`config.mk`:
```
export PLATFORM = sky130hd
export DESIGN_NAME = entropy_collector
export DESIGN_NICKNAME = d
export VERILOG_FILES = /design/src/rtl/entropy_collector.sv
export SDC_FILE = /design/constraint.sdc
export NUM_CORES = 1
export LEC_CHECK = 0
export ABC_AREA = 0
export CAP_MARGIN = 10
export CORE_MARGIN = 2
export CORE_UTILIZATION = 45
export CTS_BUF_LIST = sky130_fd_sc_hd__clkbuf_2
export CTS_CLUSTER_SIZE = 16
export DETAILED_ROUTE_END_ITERATION = 16
export GPL_ROUTABILITY_DRIVEN = 0
export PLACE_DENSITY = 0.73
export SYNTH_ARGS = -nofsm -noshare
export SYNTH_HDL_FRONTEND = slang
export SYNTH_SLANG_ARGS = --single-unit
```
`constraint.sdc`:
```
create_clock -name clk -period 4.69 [get_ports clk]
set_input_delay 0.938 -clock clk [delete_from_list [all_inputs] [get_ports clk]]
set_output_delay 0.938 -clock clk [all_outputs]
set_load 0.1 [all_outputs]
```
`src/rtl/entropy_collector.sv`:
```
// entropy_collector -- packs raw ring-oscillator samples into words and
// buffers them in a first-word fall-through FIFO.
//
// Parameters:
//   WORD_WIDTH  bits per output word (2..32)
//   FIFO_DEPTH  output FIFO entries (power of two, >= 2)
//   DEBIAS      1 = von Neumann pair de-bias, 0 = one raw bit per cycle
//   REP_LIMIT   repetition-count threshold for the health test (2..255)
//
// Ports:
//   clk           system clock, rising edge
//   reset         synchronous active-high reset
//   raw_bit       raw entropy sample, taken every cycle
//   out_word      FIFO head word (valid while out_valid)
//   out_valid     FIFO holds at least one word
//   out_ready     consumer accepts head word when out_valid is also high
//   fifo_level    words currently stored
//   overflow_cnt  completed words dropped on a full FIFO (saturating)
//   health_fail   sticky repetition-count failure flag
//
// Optional feature: define RNG_HEALTH_TEST_EN to build the repetition-count
// health test; without it health_fail is tied low and collection never stops.
module entropy_collector #(
   parameter int unsigned WORD_WIDTH = 8,
   parameter int unsigned FIFO_DEPTH = 16,
   parameter int unsigned DEBIAS     = 1,
   parameter int unsigned REP_LIMIT  = 32
) (
   input  logic                          clk,
   input  logic                          reset,
   input  logic                          raw_bit,
   output logic [WORD_WIDTH-1:0]         out_word,
   output logic                          out_valid,
   input  logic                          out_ready,
   output logic [$clog2(FIFO_DEPTH):0]   fifo_level,
   output logic [15:0]                   overflow_cnt,
   output logic                          health_fail
);

   localparam int unsigned PTR_W = $clog2(FIFO_DEPTH);
   localparam int unsigned CNT_W = $clog2(WORD_WIDTH);

   typedef enum logic {PH_FIRST, PH_SECOND} phase_t;

   phase_t                  phase;
   logic                    first_sample;
   logic                    bit_valid;
   logic                    bit_val;
   logic                    collect_en;
   logic                    accept;
   logic                    last_bit;
   logic                    word_wr;
   logic                    wr_ok;
   logic                    drop;
   logic                    full;
   logic                    pop;
   logic [WORD_WIDTH-1:0]   acc;
   logic [WORD_WIDTH-1:0]   new_word;
   logic [CNT_W-1:0]        bit_cnt;
   logic [PTR_W-1:0]        wr_ptr;
   logic [PTR_W-1:0]        rd_ptr;
   logic [WORD_WIDTH-1:0]   mem [FIFO_DEPTH];

   // Pair phase and stored first sample of each pair.
   always_ff @(posedge clk) begin
      if (reset) begin
         phase        <= PH_FIRST;
         first_sample <= 1'b0;
      end else begin
         phase <= (phase == PH_FIRST) ? PH_SECOND : PH_FIRST;
         if (phase == PH_FIRST)
            first_sample <= raw_bit;
      end
   end

   // Von Neumann: 01 -> 1, 10 -> 0, so the emitted bit equals the second sample.
   always_comb begin
      bit_val = raw_bit;
      if (DEBIAS != 0)
         bit_valid = (phase == PH_SECOND) && (raw_bit != first_sample);
      else
         bit_valid = 1'b1;
   end

   assign accept   = bit_valid && collect_en;
   assign last_bit = (bit_cnt == CNT_W'(WORD_WIDTH - 1));
   assign word_wr  = accept && last_bit;
   // Bits below the top are all refreshed during the current word.
   assign new_word = {bit_val, acc[WORD_WIDTH-2:0]};

   assign out_valid = (fifo_level != '0);
   assign full      = (fifo_level == ($clog2(FIFO_DEPTH)+1)'(FIFO_DEPTH));
   assign pop       = out_valid && out_ready;
   // A simultaneous pop frees the slot, so a write on a full FIFO still lands.
   assign wr_ok     = word_wr && (!full || pop);
   assign drop      = word_wr && full && !pop;
   assign out_word  = mem[rd_ptr];

   always_ff @(posedge clk) begin
      if (reset) begin
         acc     <= '0;
         bit_cnt <= '0;
      end else if (accept) begin
         acc[bit_cnt] <= bit_val;
         bit_cnt      <= last_bit ? '0 : bit_cnt + 1'b1;
      end
   end

   always_ff @(posedge clk) begin
      if (!reset && wr_ok)
         mem[wr_ptr] <= new_word;
   end

   always_ff @(posedge clk) begin
      if (reset) begin
         wr_ptr       <= '0;
         rd_ptr       <= '0;
         fifo_level   <= '0;
         overflow_cnt <= '0;
      end else begin
         if (wr_ok)
            wr_ptr <= wr_ptr + 1'b1;
         if (pop)
            rd_ptr <= rd_ptr + 1'b1;
         if (wr_ok && !pop)
            fifo_level <= fifo_level + 1'b1;
         else if (pop && !wr_ok)
            fifo_level <= fifo_level - 1'b1;
         if (drop && overflow_cnt != '1)
            overflow_cnt <= overflow_cnt + 1'b1;
      end
   end

`ifdef RNG_HEALTH_TEST_EN
   logic [7:0] rep_cnt;
   logic [7:0] rep_next;
   logic       prev_bit;

   // A zero count marks "no sample seen yet since reset".
   always_comb begin
      if (rep_cnt == '0 || raw_bit != prev_bit)
         rep_next = 8'd1;
      else if (rep_cnt == '1)
         rep_next = rep_cnt;
      else
         rep_next = rep_cnt + 8'd1;
   end

   always_ff @(posedge clk) begin
      if (reset) begin
         rep_cnt     <= '0;
         prev_bit    <= 1'b0;
         health_fail <= 1'b0;
      end else begin
         rep_cnt  <= rep_next;
         prev_bit <= raw_bit;
         if (rep_next == 8'(REP_LIMIT))
            health_fail <= 1'b1;
      end
   end

   assign collect_en = !health_fail;
`else
   assign health_fail = 1'b0;
   assign collect_en  = 1'b1;
`endif

endmodule

```
==> results of run 1 <==
[layout by cell type, fill, tap and decap left out, types with 12 or more instances in the layout]
| master | n |
|---|---|
| mux4_2 | 40 |
| a21oi_1 | 14 |
| ha_1 | 12 |
| clkbuf_2 | 20 |
| edfxtp_1 | 128 |
| buf_4 | 16 |
| nor2_1 | 34 |
| clkdlybuf4s50_1 | 24 |
| and3_1 | 18 |
| dfxtp_1 | 44 |
| nor2b_1 | 15 |
| mux2i_1 | 12 |
[stage by stage]
| stage | power, mW | hold WS (ns) | area (sq um) | setup WS (ns) |
|---|---|---|---|---|
| 2_1_floorplan | 2.30 | 0.481 | 7180 | 1.11 |
| 3_3_place_gp | 2.45 | 0.505 | 7710 | 1.10 |
| 3_5_place_dp | 2.46 | 0.505 | 7710 | 1.02 |
| 4_1_cts | 3.17 | 0.530 | 7930 | 0.478 |
| 5_1_grt | 3.26 | 0.566 | 7940 | 0.417 |
| 6_report | 3.14 | 0.533 | 7940 | 0.627 |
[metal layers]
metal | GRT usage [%] | part of all wire (%) | vias up
met1 | 23.2 | 44 | 1982
met4 | 6.96 | 1.7 | 0
met5 | 0 | 0 | -
li1 | - | - | 1850
met2 | 27.4 | 50 | 112
met3 | 3.81 | 4.4 | 19
[cell families (layout without fill, tap and decap cells)]
family / Yosys count / in the layout / share of synthesized area [%]
xor+xnor: 9 / 9 / 1.10
simple gates: 134 / 134 / 10.4
flops: 173 / 173 / 66.1
buf+inv: 29 / 77 / 1.69
other cells: 1 / 2 / 0.0522
fa+ha+maj: 13 / 13 / 2.37
compound gates: 28 / 28 / 2.35
mux: 63 / 63 / 15.9
[state kept, by name (all words and copies together), names as in the netlist, named ones only]
name / flops
wr_ptr: 4
phase: 1
mem: 128
bit_cnt: 3
acc: 7
rd_ptr: 4
overflow_cnt: 16
first_sample: 1
fifo_level: 5
[power by group through the flow]
stage	Clock, mW	Combinational (mW)	Sequential (mW)
finish	0.714	0.688	1.74
global placement	0	0.681	1.77
global route	0.788	0.724	1.75
floorplan	0	0.488	1.82
detailed placement	0	0.691	1.77
CTS	0.735	0.695	1.74
[worst max-delay path, stage by stage (launching register included)]
cell	delay [ns]
dfxtp_1	1.03
buf_4	0.33
mux4_2	0.31
mux4_2	0.49
buf_4	0.25
[worst paths after layout]
kind	startpoint	end	cells after the start
hold reg to reg	overflow_cnt[14]$_SDFFE_PP0P_	overflow_cnt[14]$_SDFFE_PP0P_	2
setup / recovery	register	out_word[7]	4
setup reg to reg	fifo_level[0]$_SDFFE_PP0P_	fifo_level[4]$_SDFFE_PP0P_	9
hold / removal	overflow_cnt[14]$_SDFFE_PP0P_	overflow_cnt[14]$_SDFFE_PP0P_	2
[layout make-up]
type	instances	area [sq um]
Tap cell	216	270
Clock buffer	20	100
Fill cell	1290	7780
Clock inverter	12	114
Timing Repair Buffer	41	365
Multi-Input combinational cell	248	2320
Sequential cell	173	4750
Inverter	4	15.0
Antenna cell	1	2.50
==> impl_metrics.json, run 1 <==
{
  "status": "finished, final reports clean",
  "p_leak_nw": 2.65,
  "ys.flop_type": "edfxtp_1",
  "synth_most_common_cell": "edfxtp_1",
  "numPlacedInstances": 681,
  "dieArea_sq_mm": 0.0170,
  "crit_required_ns": 3.75,
  "yosys-top-cells-area": "edfxtp_1, dfxtp_1, mux4_2",
  "p_switching_mw": 1.03,
  "hpwl_microns": 9020,
  "synth_area_sq_mm": 0.00718,
  "rsz0062_at_grt": "no",
  "setup.worst_path.start_class": "register",
  "max_cap_viol_count": 0,
  "seq_power_share_pct": 55.3,
  "synth_nets": 467,
  "layout-drive-gt1-share_pct": 20.9,
  "core_sq_mm": 0.0157,
  "synth_top_cell_by_area": "edfxtp_1",
  "hold_violations": 0,
  "clkTransAtPathRegs_ns": 0.22,
  "cts_tree": "built",
  "postCtsHoldBufs": 0,
  "p_sw_share_pct": 32.7,
  "relSlewSlack_pct": 32.3,
  "drc": 0,
  "worstSetupPathType": "register to primary output",
  "cts_root_buffer": "clkbuf_2",
  "yosys_warnings": 0,
  "wirelength_microns": 13700,
  "synth_cell_type_count": 41,
  "cts_buffers": 17,
  "finalSetupViolCount": 0,
  "start_util_pct": 45.7,
  "tightest_slew_ns": 1.01,
  "yosysTopAreaCellShare_pct": 53.5,
  "fp-row-count": 46,
  "setup_tns_ns": 0,
  "period_minus_slack_ns": 4.06,
  "crit_fanout": 19,
  "period_share_pct": 86.6,
  "io_buffer_count": 33,
  "max_freq_mhz": 246,
  "antenna_found_initial": 1,
  "power.density_mw_per_mm2": 395,
  "nets": 502,
  "synth_edf_count": 128,
  "clock-sinks": 173,
  "cts_setup_buffers": 0,
  "detailedRoute.firstIterationViolations": 283,
  "end_kind": "primary output",
  "htree_levels": 4,
  "cts_buffer_depth": 2,
  "routedWlPerCell_microns": 19.1,
  "cts_resized": 0,
  "ios": 35,
  "firstDrtPassIters": 5,
  "die_w_microns": 130,
  "crit_arrival_ns": 3.12,
  "clkPwrFrac_pct": 22.8,
  "netlist_top_cells_count": "edfxtp_1, dfxtp_1, mux4_2",
  "grt_pass1_vias": 3972,
  "hold_class": "register to register",
  "avgSynthCellArea_sq_um": 16.0,
  "ys_ff_latch": 173,
  "via_per_inst": 5.54,
  "skew_ns": 0.0306,
  "netlist_instances": 450,
  "insertion_delay_ns": 0.70,
  "report.final.slew_viol_count": 0,
  "vdd_drop_max_mv": 0.606,
  "area_growth_pct": 10.6,
  "p_comb_share_pct": 21.9,
  "fp.dieH_microns": 130,
  "final_core_util_pct": 50.5,
  "p_int_mw": 2.11,
  "gr-total-overflow": 0,
  "async_flop_share_pct": 0,
  "synth_seq_area_share_pct": 66.1,
  "grt_pass1_wl_microns": 21400,
  "grt_max_degree": 53,
  "rrSetupSlack_ns": 1.44,
  "finalNonFillerCells": 715,
  "grtUsageTotal_pct": 17.2,
  "vias": 3963,
  "drtAntennaViolNets": 0
}
Power figures use the tool's default switching activity.
==> run 2, diff against run 1 <==
Settings changed: RECOVER_POWER set to 50.
==> run 2 against run 1 <==
  * The run now ends with capacitance limit, slew limit left
  * Non-clock buffer count is the same
  * Sequential cell count is the same
  * Fmax shrank 0.50%
  * Final cell count is the same
  * Highest routed layer unchanged
==> impl_metrics.json, run 2 (synthesized netlist as in run 1, its figures left out) <==
{
  "htree_levels": 4,
  "p_sw_share_pct": 32.7,
  "rsz0062_at_grt": "no",
  "met2_length_microns": 6880,
  "grt_pass1_vias": 3972,
  "seq_power_share_pct": 55.4,
  "core_sq_mm": 0.0157,
  "io_buffer_count": 33,
  "hold_class": "register to register",
  "status": "complete, but fails checks",
  "reg2reg_to": "fifo_level[4]$_SDFFE_PP0P_",
  "cts_buffer_depth": 2,
  "hold_violations": 0,
  "p_leak_nw": 2.63,
  "period_share_pct": 87.1,
  "numPlacedInstances": 681,
  "r2r-start": "fifo_level[0]$_SDFFE_PP0P_",
  "cts_setup_buffers": 0,
  "finalSetupViolCount": 0,
  "period_minus_slack_ns": 4.08,
  "cts_root_buffer": "clkbuf_2",
  "rrSetupSlack_ns": 1.45,
  "setup.worst_path.start_class": "register",
  "grtUsageTotal_pct": 17.2,
  "fp.dieH_microns": 130,
  "largest_reg_flops": 128,
  "finalNonFillerCells": 715,
  "r2r_cells": 9,
  "reg_top3": "mem (128), overflow_cnt (16), acc (7)",
  "postCtsHoldBufs": 0,
  "total_power_mw": 3.13,
  "crit_fanout": 19,
  "min-delay-start": "overflow_cnt[14]$_SDFFE_PP0P_",
  "gr-total-overflow": 0,
  "tightest_slew_ns": 2.15,
  "drt-met1-wl_microns": 5950,
  "cts_tree": "built",
  "clkPwrFrac_pct": 22.8,
  "cts_buffers": 17,
  "final_common_cell": "edfxtp_1",
  "clock-sinks": 173,
  "detailedRoute.firstIterationViolations": 271,
  "violations": "capacitance limit, slew limit",
  "layout-drive-gt1-share_pct": 19.7,
  "p_switching_mw": 1.02,
  "whs_ns": 0.531,
  "drtAntennaViolNets": 0,
  "crit_required_ns": 3.75,
  "holdPathStages": 2,
  "ios": 35,
  "worstSetupPathType": "register to primary output",
  "grt_max_degree": 53,
  "start_util_pct": 45.7,
  "fp-row-count": 46,
  "place_ws_ns": 1.02,
  "clkTransAtPathRegs_ns": 0.22,
  "grt_pass1_wl_microns": 21400,
  "p_int_mw": 2.11,
  "routedWlPerCell_microns": 19.1,
  "vdd_drop_max_mv": 0.606,
  "insertion_delay_ns": 0.71,
  "setup_slack_ns": 0.607,
  "firstDrtPassIters": 5,
  "layout_common_cells": "edfxtp_1, dfxtp_1, mux4_2, nor2_1, clkdlybuf4s50_1",
  "setup_tns_ns": 0,
  "report.final.slew_viol_count": 53,
  "via_per_inst": 5.51,
  "antenna_found_initial": 1,
  "final_core_util_pct": 50.4,
  "power.density_mw_per_mm2": 396,
  "skew_ns": 0.0314,
  "whs_endpoint": "overflow_cnt[14]$_SDFFE_PP0P_",
  "placed_area_sq_mm": 0.00771,
  "cts_resized": 0,
  "relSlewSlack_pct": -43.3,
  "nets": 502,
  "crit_arrival_ns": 3.15,
  "drc": 0,
  "p_comb_share_pct": 21.8,
  "routed.top_layer": "met4",
  "dieArea_sq_mm": 0.0170,
  "regMostFlops": "mem",
  "hpwl_microns": 9020,
  "die_w_microns": 130,
  "wl_met3_microns": 582,
  "max_freq_mhz": 245,
  "vias": 3943,
  "end_kind": "primary output",
  "final_design_area_no_fill_sq_mm": 0.00792,
  "ff_latch_area_sq_mm": 0.00475,
  "nFillCells": 1294,
  "multiInputGateArea_sq_mm": 0.00231,
  "wirelength_microns": 13700,
  "area_growth_pct": 10.3,
  "max_cap_viol_count": 1
}
[run 2: worst max path at each step]
stage	end	cells past startpoint	start
finish	out_word[7]	4	register
global route	out_word[4]	4	register
CTS	out_word[7]	4	register
global placement	fifo_level[4]$_SDFFE_PP0P_	10	raw_bit
detailed placement	fifo_level[4]$_SDFFE_PP0P_	10	raw_bit
floorplan	fifo_level[4]$_SDFFE_PP0P_	11	raw_bit
[run 2: routing by layer]
metal	global-route usage (%)	up-vias
met4	6.96	0
met5	0	-
met2	27.4	104
li1	-	1853
met3	3.81	21
met1	23.2	1965
[run 2: critical path, stage by stage (launching register included)]
cell and delay, ns:
dfxtp_1 1.05, buf_4 0.33, mux4_2 0.31, mux4_2 0.49, buf_4 0.25
[run 2: power by group through the flow]
stage	sequential, mW	combinational [mW]	clock, mW
after detailed placement	1.77	0.691	0
after CTS	1.74	0.695	0.735
final	1.74	0.683	0.715
after floorplan	1.82	0.488	0
after global routing	1.75	0.721	0.788
after global placement	1.77	0.681	0
[run 2: layout make-up]
class	instances	share of cell area, %
Clock inverter	12	1.44
Sequential cell	173	60.0
Tap cell	216	3.41
Antenna cell	1	0.0316
Timing Repair Buffer	41	4.46
Clock buffer	20	1.26
Multi-Input combinational cell	248	29.2
Inverter	4	0.190
